$ cat src/rtl/muldiv_unit.sv
// rtl/muldiv_unit.sv - iterative RV32M multiply/divide unit
//
// Executes MUL/MULH/MULHSU/MULHU/DIV/DIVU/REM/REMU on registered operands.
// Multiplies are 32 shift-add steps and divides are 32 restoring steps.
// Divide by zero and signed overflow skip the iteration (short path).
// Optional macro MULDIV_FAST_MUL_EN: multiplies use a single-cycle product
// and also take the short path.
//
// Ports:
//   clk_i      clock, rising edge
//   rst_i      asynchronous active-high reset
//   instr_i    instruction word (opcode, rd, funct3, funct7 decoded here)
//   rs1_i      source operand 1 (multiplicand / dividend)
//   rs2_i      source operand 2 (multiplier / divisor)
//   valid_i    request present
//   ready_o    unit idle and able to accept a request
//   rd_data_o  result
//   rd_addr_o  destination register of the result
//   valid_o    result present, held until ready_i
//   ready_i    write-back consumes result
module muldiv_unit #(
    parameter int XLEN = 32
) (
    input  logic            clk_i,
    input  logic            rst_i,
    input  logic [31:0]     instr_i,
    input  logic [XLEN-1:0] rs1_i,
    input  logic [XLEN-1:0] rs2_i,
    input  logic            valid_i,
    output logic            ready_o,
    output logic [XLEN-1:0] rd_data_o,
    output logic [4:0]      rd_addr_o,
    output logic            valid_o,
    input  logic            ready_i
);

    typedef enum logic [1:0] {
        S_IDLE = 2'd0,
        S_BUSY = 2'd1,
        S_DONE = 2'd2
    } state_t;

    state_t            r_state;
    state_t            w_state_nxt;
    logic [2:0]        r_funct3;
    logic [4:0]        r_rd;
    logic [XLEN-1:0]   r_a;
    logic [XLEN-1:0]   r_b;
    logic [2*XLEN-1:0] r_acc;
    logic [5:0]        r_cnt;
    logic              r_neg_q;
    logic              r_neg_r;
    logic              r_valid;
    logic [XLEN-1:0]   r_rd_data;

    // Request decode
    logic [2:0]      w_f3;
    logic            w_is_m;
    logic            w_accept;
    logic            w_is_div;
    logic            w_s1;
    logic            w_s2;
    logic            w_n1;
    logic            w_n2;
    logic [XLEN-1:0] w_m1;
    logic [XLEN-1:0] w_m2;
    logic            w_div_zero;
    logic            w_div_ovf;
    logic            w_short;
    logic            w_unused;

    assign w_f3     = instr_i[14:12];
    assign w_is_m   = (instr_i[6:0] == 7'b0110011) && (instr_i[31:25] == 7'b0000001);
    assign w_accept = valid_i && (r_state == S_IDLE) && w_is_m;
    assign w_is_div = w_f3[2];
    assign w_unused = ^instr_i[24:15];

    // Operand signedness: divides are signed when funct3[0] is clear;
    // multiplies treat rs1 signed except MULHU, rs2 signed for MUL/MULH only.
    assign w_s1 = w_is_div ? ~w_f3[0] : ~(w_f3[1] & w_f3[0]);
    assign w_s2 = w_is_div ? ~w_f3[0] : ~w_f3[1];
    assign w_n1 = w_s1 & rs1_i[XLEN-1];
    assign w_n2 = w_s2 & rs2_i[XLEN-1];
    assign w_m1 = w_n1 ? -rs1_i : rs1_i;
    assign w_m2 = w_n2 ? -rs2_i : rs2_i;

    assign w_div_zero = w_is_div && (rs2_i == '0);
    assign w_div_ovf  = w_is_div && !w_f3[0] && (rs1_i == {1'b1, {(XLEN-1){1'b0}}})
                        && (rs2_i == {XLEN{1'b1}});

`ifdef MULDIV_FAST_MUL_EN
    // Operands extended to the full product width; the low 2*XLEN bits of
    // the product equal those of the 33x33 signed product.
    logic [2*XLEN-1:0] w_fa;
    logic [2*XLEN-1:0] w_fb;
    logic [2*XLEN-1:0] w_fast_prod;
    assign w_fa        = {{XLEN{w_s1 & rs1_i[XLEN-1]}}, rs1_i};
    assign w_fb        = {{XLEN{w_s2 & rs2_i[XLEN-1]}}, rs2_i};
    assign w_fast_prod = w_fa * w_fb;
    assign w_short     = w_div_zero || w_div_ovf || !w_is_div;
`else
    assign w_short     = w_div_zero || w_div_ovf;
`endif

    // Multiply step: accumulator holds {partial product, remaining multiplier}.
    logic [XLEN:0]     w_mul_sum;
    logic [2*XLEN-1:0] w_mul_nxt;
    assign w_mul_sum = {1'b0, r_acc[2*XLEN-1:XLEN]} + (r_acc[0] ? {1'b0, r_a} : {(XLEN+1){1'b0}});
    assign w_mul_nxt = {w_mul_sum, r_acc[XLEN-1:1]};

    // Restoring divide step: accumulator holds {remainder, dividend/quotient}.
    logic [XLEN:0]     w_rem_sh;
    logic [XLEN:0]     w_rem_diff;
    logic [2*XLEN-1:0] w_div_nxt;
    assign w_rem_sh   = r_acc[2*XLEN-1:XLEN-1];
    assign w_rem_diff = w_rem_sh - {1'b0, r_b};
    assign w_div_nxt  = w_rem_diff[XLEN] ? {w_rem_sh[XLEN-1:0], r_acc[XLEN-2:0], 1'b0}
                                         : {w_rem_diff[XLEN-1:0], r_acc[XLEN-2:0], 1'b1};

    // Sign fix-up and result select
    logic [2*XLEN-1:0] w_prod;
    logic [XLEN-1:0]   w_quot;
    logic [XLEN-1:0]   w_rem;
    logic [XLEN-1:0]   w_result;
    assign w_prod = r_neg_q ? -r_acc : r_acc;
    assign w_quot = r_neg_q ? -r_acc[XLEN-1:0] : r_acc[XLEN-1:0];
    assign w_rem  = r_neg_r ? -r_acc[2*XLEN-1:XLEN] : r_acc[2*XLEN-1:XLEN];

    always_comb begin
        w_result = w_prod[2*XLEN-1:XLEN];
        if (r_funct3[2])
            w_result = r_funct3[1] ? w_rem : w_quot;
        else if (r_funct3[1:0] == 2'b00)
            w_result = w_prod[XLEN-1:0];
    end

    always_ff @(posedge clk_i or posedge rst_i) begin
        if (rst_i)
            r_state <= S_IDLE;
        else
            r_state <= w_state_nxt;
    end

    always_comb begin
        w_state_nxt = r_state;
        case (r_state)
            S_IDLE:  if (w_accept) w_state_nxt = w_short ? S_DONE : S_BUSY;
            S_BUSY:  if (r_cnt == 6'd32) w_state_nxt = S_DONE;
            S_DONE:  if (r_valid && ready_i) w_state_nxt = S_IDLE;
            default: w_state_nxt = S_IDLE;
        endcase
    end

    // Short-path operations pre-load the accumulator with the final
    // {remainder, quotient} or product and clear the sign flags, so the one
    // result mux serves both paths. DONE without r_valid is the cycle that
    // registers that result.
    always_ff @(posedge clk_i or posedge rst_i) begin
        if (rst_i) begin
            r_funct3  <= '0;
            r_rd      <= '0;
            r_a       <= '0;
            r_b       <= '0;
            r_acc     <= '0;
            r_cnt     <= '0;
            r_neg_q   <= 1'b0;
            r_neg_r   <= 1'b0;
            r_valid   <= 1'b0;
            r_rd_data <= '0;
        end else begin
            case (r_state)
                S_IDLE: begin
                    if (w_accept) begin
                        r_funct3 <= w_f3;
                        r_rd     <= instr_i[11:7];
                        r_a      <= w_m1;
                        r_b      <= w_m2;
                        r_cnt    <= '0;
                        r_neg_q  <= w_n1 ^ w_n2;
                        r_neg_r  <= w_n1;
                        r_acc    <= {{XLEN{1'b0}}, (w_is_div ? w_m1 : w_m2)};
                        if (w_div_zero) begin
                            r_acc   <= {rs1_i, {XLEN{1'b1}}};
                            r_neg_q <= 1'b0;
                            r_neg_r <= 1'b0;
                        end else if (w_div_ovf) begin
                            r_acc   <= {{XLEN{1'b0}}, rs1_i};
                            r_neg_q <= 1'b0;
                            r_neg_r <= 1'b0;
                        end
`ifdef MULDIV_FAST_MUL_EN
                        else if (!w_is_div) begin
                            r_acc   <= w_fast_prod;
                            r_neg_q <= 1'b0;
                            r_neg_r <= 1'b0;
                        end
`endif
                    end
                end
                S_BUSY: begin
                    r_cnt <= r_cnt + 6'd1;
                    if (r_cnt == 6'd32) begin
                        r_rd_data <= w_result;
                        r_valid   <= 1'b1;
                    end else begin
                        r_acc <= r_funct3[2] ? w_div_nxt : w_mul_nxt;
                    end
                end
                S_DONE: begin
                    if (!r_valid) begin
                        r_rd_data <= w_result;
                        r_valid   <= 1'b1;
                    end else if (ready_i) begin
                        r_valid <= 1'b0;
                    end
                end
                default: ;
            endcase
        end
    end

    assign ready_o   = (r_state == S_IDLE);
    assign valid_o   = r_valid;
    assign rd_data_o = r_rd_data;
    assign rd_addr_o = r_rd;

endmodule
$ cat config.mk
export PLATFORM = sky130hd
export DESIGN_NAME = muldiv_unit
export DESIGN_NICKNAME = d
export VERILOG_FILES = /design/src/rtl/muldiv_unit.sv
export SDC_FILE = /design/constraint.sdc
export NUM_CORES = 1
export LEC_CHECK = 0
export BUFFER_PORTS_ARGS = -buffer_cell sky130_fd_sc_hd__clkbuf_2
export CORE_MARGIN = 2
export CORE_UTILIZATION = 51
export CTS_CLUSTER_DIAMETER = 120
export DETAILED_ROUTE_END_ITERATION = 6
export MAX_ROUTING_LAYER = met4
export PLACE_DENSITY = 0.7
export SLEW_MARGIN = 20
export SYNTH_ARGS = -nofsm -noshare
export SYNTH_HDL_FRONTEND = slang
export SYNTH_SLANG_ARGS = --single-unit
export TNS_END_PERCENT = 10
$ cat constraint.sdc
create_clock -name clk_i -period 7 [get_ports clk_i]
set_input_delay 0.7 -clock clk_i [delete_from_list [all_inputs] [get_ports clk_i]]
set_output_delay 0.7 -clock clk_i [all_outputs]
set_load 0.005 [all_outputs]
# Yosys cells after proc, flatten, opt, wreduce, memory -nomap -nowiden
# Index checks and enable logic that the tools add are counted.
[word_totals]
regBits = 179
latchBits = 0
ram_bits = 0
mem_bits_ro = 0
out_inout_bits = 39
n_memories = 0
[classes]
n_addsub = 8
mul = 0
div = 0
magnitude_cmp = 0
eq_ne = 12
n_shift = 0
muxes = 37
bitwise = 7
n_reduce_logical = 21
[ops]
columns = ["operator", "n"]
rows = [
  ["32-bit 2-to-1 mux", 12],
  ["64-bit 2-to-1 mux", 6],
  ["32-bit negator", 4],
  ["64-bit one-hot mux with 2 select lines", 1],
  ["32-bit == test (second input constant)", 2],
  ["64-bit negator", 1],
  ["32-bit one-hot mux with 2 select lines", 1],
  ["32-bit by 32-bit adder with 33-bit output", 1],
  ["33-bit by 32-bit subtractor with 33-bit output", 1],
  ["32-bit zero test", 1],
  ["6-bit one-hot mux with 2 select lines", 1],
  ["1-bit 2-to-1 mux", 9],
  ["3-bit AND reduction", 3],
  ["1-bit logical AND", 8],
  ["2-bit 2-to-1 mux", 4],
  ["2-bit inequality test (second input constant)", 4],
  ["7-bit by 1-bit == test with 1-bit output (second input constant)", 1],
  ["7-bit by 6-bit == test with 1-bit output (second input constant)", 1],
  ["6-bit by 1-bit adder with 6-bit output (second input constant)", 1],
  ["6-bit == test (second input constant)", 1],
  ["6-bit 2-to-1 mux", 1],
  ["2-bit one-hot mux with 3 select lines", 1],
  ["2-bit AND reduction", 3],
  ["2-bit zero test", 2],
  ["10 further kinds", 15],
]

# Logic depth before layout (Yosys ltp)
[logic_depth]
ltp_word = 10
ltp_mapped = 15
depth_no_buf = 13

# Worst setup path before layout
# No wires, ideal clock.
[synth_path]
path_type = "register to register"
from = "register r_acc[0]"
to = "register r_acc[57]"
t_arrival_ns = 3.578
required_time_ns = 6.877
path_slack_ns = 3.299
stages_incl_launch_ff = 16
path_buffers = 2
cell_sequence = "dfrtp_1 -> clkbuf_1 -> clkbuf_1 -> and2_1 -> ha_1 -> fa_1 -> a211oi_1 -> o21ai_0 -> a31oi_1 -> o31a_1 -> nor3_1 -> a2111oi_0 -> o21ai_0 -> xor2_1 -> nor3_1 -> o31ai_1"
[synth_between]
elab_chain_cells = 5
[synth_rtl]
columns = ["element", "line", "rtl"]
rows = [
  ["start: declaration", "49", "logic [2*XLEN-1:0] r_acc;"],
  ["start signal: assignment", "181", "r_acc <= {{XLEN{1'b0}}, (w_is_div ? w_m1 : w_m2)};"],
  ["start signal: assignment", "183", "r_acc <= {rs1_i, {XLEN{1'b1}}};"],
  ["start signal: assignment", "187", "r_acc <= {{XLEN{1'b0}}, rs1_i};"],
  ["32-bit 2-to-1 mux", "108", "assign w_mul_sum = {1'b0, r_acc[2*XLEN-1:XLEN]} + (r_acc[0] ? {1'b0, r_a} : {(XLEN+1){1'b0}});"],
  ["32-bit by 32-bit adder with 33-bit output", "108", ""],
  ["64-bit 2-to-1 mux", "206", "r_acc <= r_funct3[2] ? w_div_nxt : w_mul_nxt;"],
  ["64-bit 2-to-1 mux", "202", "if (r_cnt == 6'd32) begin"],
  ["64-bit one-hot mux with 2 select lines", "171", "case (r_state)"],
]
# No other way between the ends. The select of a mux whose other input is x is not followed.
# A chain may end at the register's enable or synchronous reset.

# Worst setup path after layout
[layout_path]
from = "register r_acc[31]"
to = "register r_acc[47]"
[layout_between]
elab_chain_cells = 5
[layout_rtl]
columns = ["element", "line", "rtl"]
rows = [
  ["33-bit by 32-bit subtractor with 33-bit output", "116", "assign w_rem_diff = w_rem_sh - {1'b0, r_b};"],
  ["64-bit 2-to-1 mux", "117", "assign w_div_nxt = w_rem_diff[XLEN] ? {w_rem_sh[XLEN-1:0], r_acc[XLEN-2:0], 1'b0}"],
  ["64-bit 2-to-1 mux", "206", ""],
  ["64-bit 2-to-1 mux", "202", ""],
  ["64-bit one-hot mux with 2 select lines", "171", ""],
]
# No other way between the ends. The select of a mux whose other input is x is not followed.

==> results.yml <==
sta:
  worst_slew_pin_slew_ps: 1170
  drv_slew: 0
  clock_skew_ps: 16.5
  relSlewSlack_pct: 21.7
  setup-tns-final_ps: 0
  period_share_pct: 71.0
  fin_crit_ps: 4970
  worst_hold_slack_ps: 373
  clock.fmax_mhz: 201
  final-setup-viol-count: 0
  hold_violations: 0
  rsz0062_at_grt: "false"
grt:
  grt_remaining_overflow: 0
  antenna_found_initial: 0
  grt_start_max_net_pins: 114
  grt_first_pass_wirelength_mm: 87.9
  grt_pass1_vias: 15100
  grt_usage_pct: 35.6
logic_synthesis:
  syn_avg_cell_area_um2: 7.75
  synth_commonest_cells: "nand2_1, o21ai_0, dfrtp_1"
  synth_edf_count: 0
  synth_flop_cell: "dfrtp_1"
  synth_nets: 2235
  synth_area_leader_cell: "dfrtp_1"
  ys_ff_latch: 179
  yosysSeqAreaShare_pct: 28.0
  syn_area_um2: 16000
  synth_cell_type_count: 79
  synth.top_cell.area_share_pct: 28.0
  synth_most_common_cell: "nand2_1"
  yosysWarnings: 0
  synth.area.top_cells: "dfrtp_1, o21ai_0, nand2_1"
  synthCells: 2062
  synth_async_sr_flop_share_pct: 100
run_status:
  violations: "design-rule violations"
  outcome: "finished with violations"
power_and_ir_drop:
  p_leak_uw: 0.00728
  vdd_ir_drop_max_uv: 171
  powerDensity_nw_per_um2: 147
  power_uw: 2550
critical_path:
  r2r_slack_ps: 2030
  crit_fanout: 26
  endpoint: "r_acc[47]"
  crit-reg2reg-launch: "r_acc[31]"
  r2r-end: "r_acc[47]"
  arrival_ps: 5320
  startpoint_type: "flop"
  worst-setup-path-type: "flop to flop"
  worstSetupEndpointType: "flop"
  required_ps: 7340
  r2r_cells: 14
  cp-startpoint: "r_acc[31]"
detailed_routing:
  vias_per_cell: 6.55
  drc: 2
  drt_iter0_markers: 2005
  wirelength_mm: 57.3
  postRouteAntennaNets: 0
  firstDrtPassIters: 7
  num_vias: 16400
  routedWlPerCell_um: 22.8
cells_and_area:
  final_util_pct: 56.6
  area_growth_pct: 8.90
  fillers: 2935
  layout.cells.non_filler: 2506
  nets: 2269
  drive_above_1_share_pct: 12.0
clock_network:
  clock_latency_ps: 470
  cts.path.max_buffers: 2
  cts_tree: "yes"
  cts_buffers: 17
  cts-root-buf: "clkbuf_16"
  clk_pin_slew_ps: 80
  h-tree-depth: 4
  clock-sinks: 179
  cts_hold_buffers: 0
  post_cts_buffers: 0
  cts_resized: 0
worst_hold_path:
  min_path_type: "input port to async pin"
place:
  dp.cells: 2473
  portBuffers: 128
  place_congestion: 1.04
  dpl.hpwl_mm: 42.4
floorplanning:
  start_util_pct: 52.0
  die_h_um: 181
  core-area_um2: 30700
  num_rows: 64
  die_w_um: 181
  io_pins: 139
  dieArea_um2: 32800
run:
  drv_cap: 0
-- sequential cells by signal, summed over array words and instances, names as in the netlist --
name	flops
r_neg_r	1
r_cnt	6
r_funct3	3
rd_addr_o	5
r_acc	64
rd_data_o	32
r_state	2
valid_o	1
r_neg_q	1
r_a	32
r_b	32
-- cells in the final DEF (no fill, tap or decap), types with 31 or more instances in the layout --
| cell type | netlist | layout |
|---|---|---|
| a211oi_1 | 33 | 33 |
| nor2_1 | 146 | 143 |
| o31ai_1 | 35 | 35 |
| dfrtp_1 | 179 | 177 |
| inv_1 | 59 | 58 |
| nand2_1 | 271 | 271 |
| clkbuf_2 | 0 | 128 |
| nand3_1 | 33 | 32 |
| xor2_1 | 100 | 100 |
| nor3_1 | 53 | 52 |
| ha_1 | 71 | 71 |
| and2_1 | 39 | 39 |
| xnor2_1 | 98 | 98 |
| mux2i_1 | 31 | 31 |
| o21ai_0 | 211 | 211 |
| a21oi_1 | 166 | 166 |
-- metrics by stage --
step / setup WS (ps) / instance area [um2]
2_1_floorplan: 1440 / 16000
3_3_place_gp: 2280 / 16800
3_5_place_dp: 2220 / 16800
4_1_cts: 2170 / 17400
5_1_grt: 1890 / 17400
6_report: 2030 / 17400
-- cell families (layout without fill, tap and decap cells) --
| kind of cell | Yosys count | count (layout) | synth area share, % |
|---|---|---|---|
| compound gates | 656 | 656 | 25.6 |
| xor+xnor | 200 | 200 | 11.1 |
| fa+ha+maj | 73 | 73 | 5.81 |
| buf+inv | 196 | 243 | 4.74 |
| flops | 179 | 179 | 28.0 |
| mux | 57 | 57 | 3.77 |
| other cells | 0 | 1 | 0 |
| simple gates | 701 | 701 | 20.9 |
-- worst min-delay path by stage --
stage | endpoint | slack, ps
global placement | r_a[27] | 450
detailed placement | rd_addr_o[2] | 460
floorplan | r_a[0] | 440
CTS | rd_addr_o[1] | 410
global route | rd_addr_o[1] | 420
finish | r_neg_r | 370
-- power breakdown --
part | internal [uW] | switching, uW | leakage [uW] | total (uW)
Combinational | 173 | 276 | 0.00475 | 449
Clock | 482 | 499 | 0.000281 | 981
Sequential | 1070 | 51.4 | 0.00225 | 1120
-- per-layer routing --
| metal | global-route usage, % | up-vias | part of all wire (%) |
|---|---|---|---|
| met5 | - | - | 0 |
| met1 | 47.3 | 7800 | 42 |
| met4 | 15.3 | 0 | 4.2 |
| met3 | 6.57 | 150 | 10 |
| li1 | - | 7521 | - |
| met2 | 53.5 | 950 | 44 |
-- worst max-delay path, stage by stage, from the launching register on --
cell       delay [ps]
dfrtp_1           460
inv_1             250
ha_1              300
fa_1              220
and2b_1           210
o31ai_1           550
a2111oi_0         230
or3_1             510
o41ai_4           570
o41ai_4           250
xor2_2            210
buf_4             390
mux2i_1           260
a21oi_1            90
a221o_1           310
-- layout make-up --
cell class | instances | area, um2 | area share [%]
Multi-Input combinational cell | 1687 | 10800 | 62.0
Sequential cell | 179 | 4480 | 25.8
Timing Repair Buffer | 152 | 821 | 4.72
Tap cell | 396 | 495 | 2.85
Clock buffer | 18 | 439 | 2.52
Inverter | 59 | 229 | 1.32
Clock inverter | 14 | 141 | 0.813
Antenna cell | 1 | 2.50 | 0.0144
Note: power is estimated with default switching activity, not from simulation.
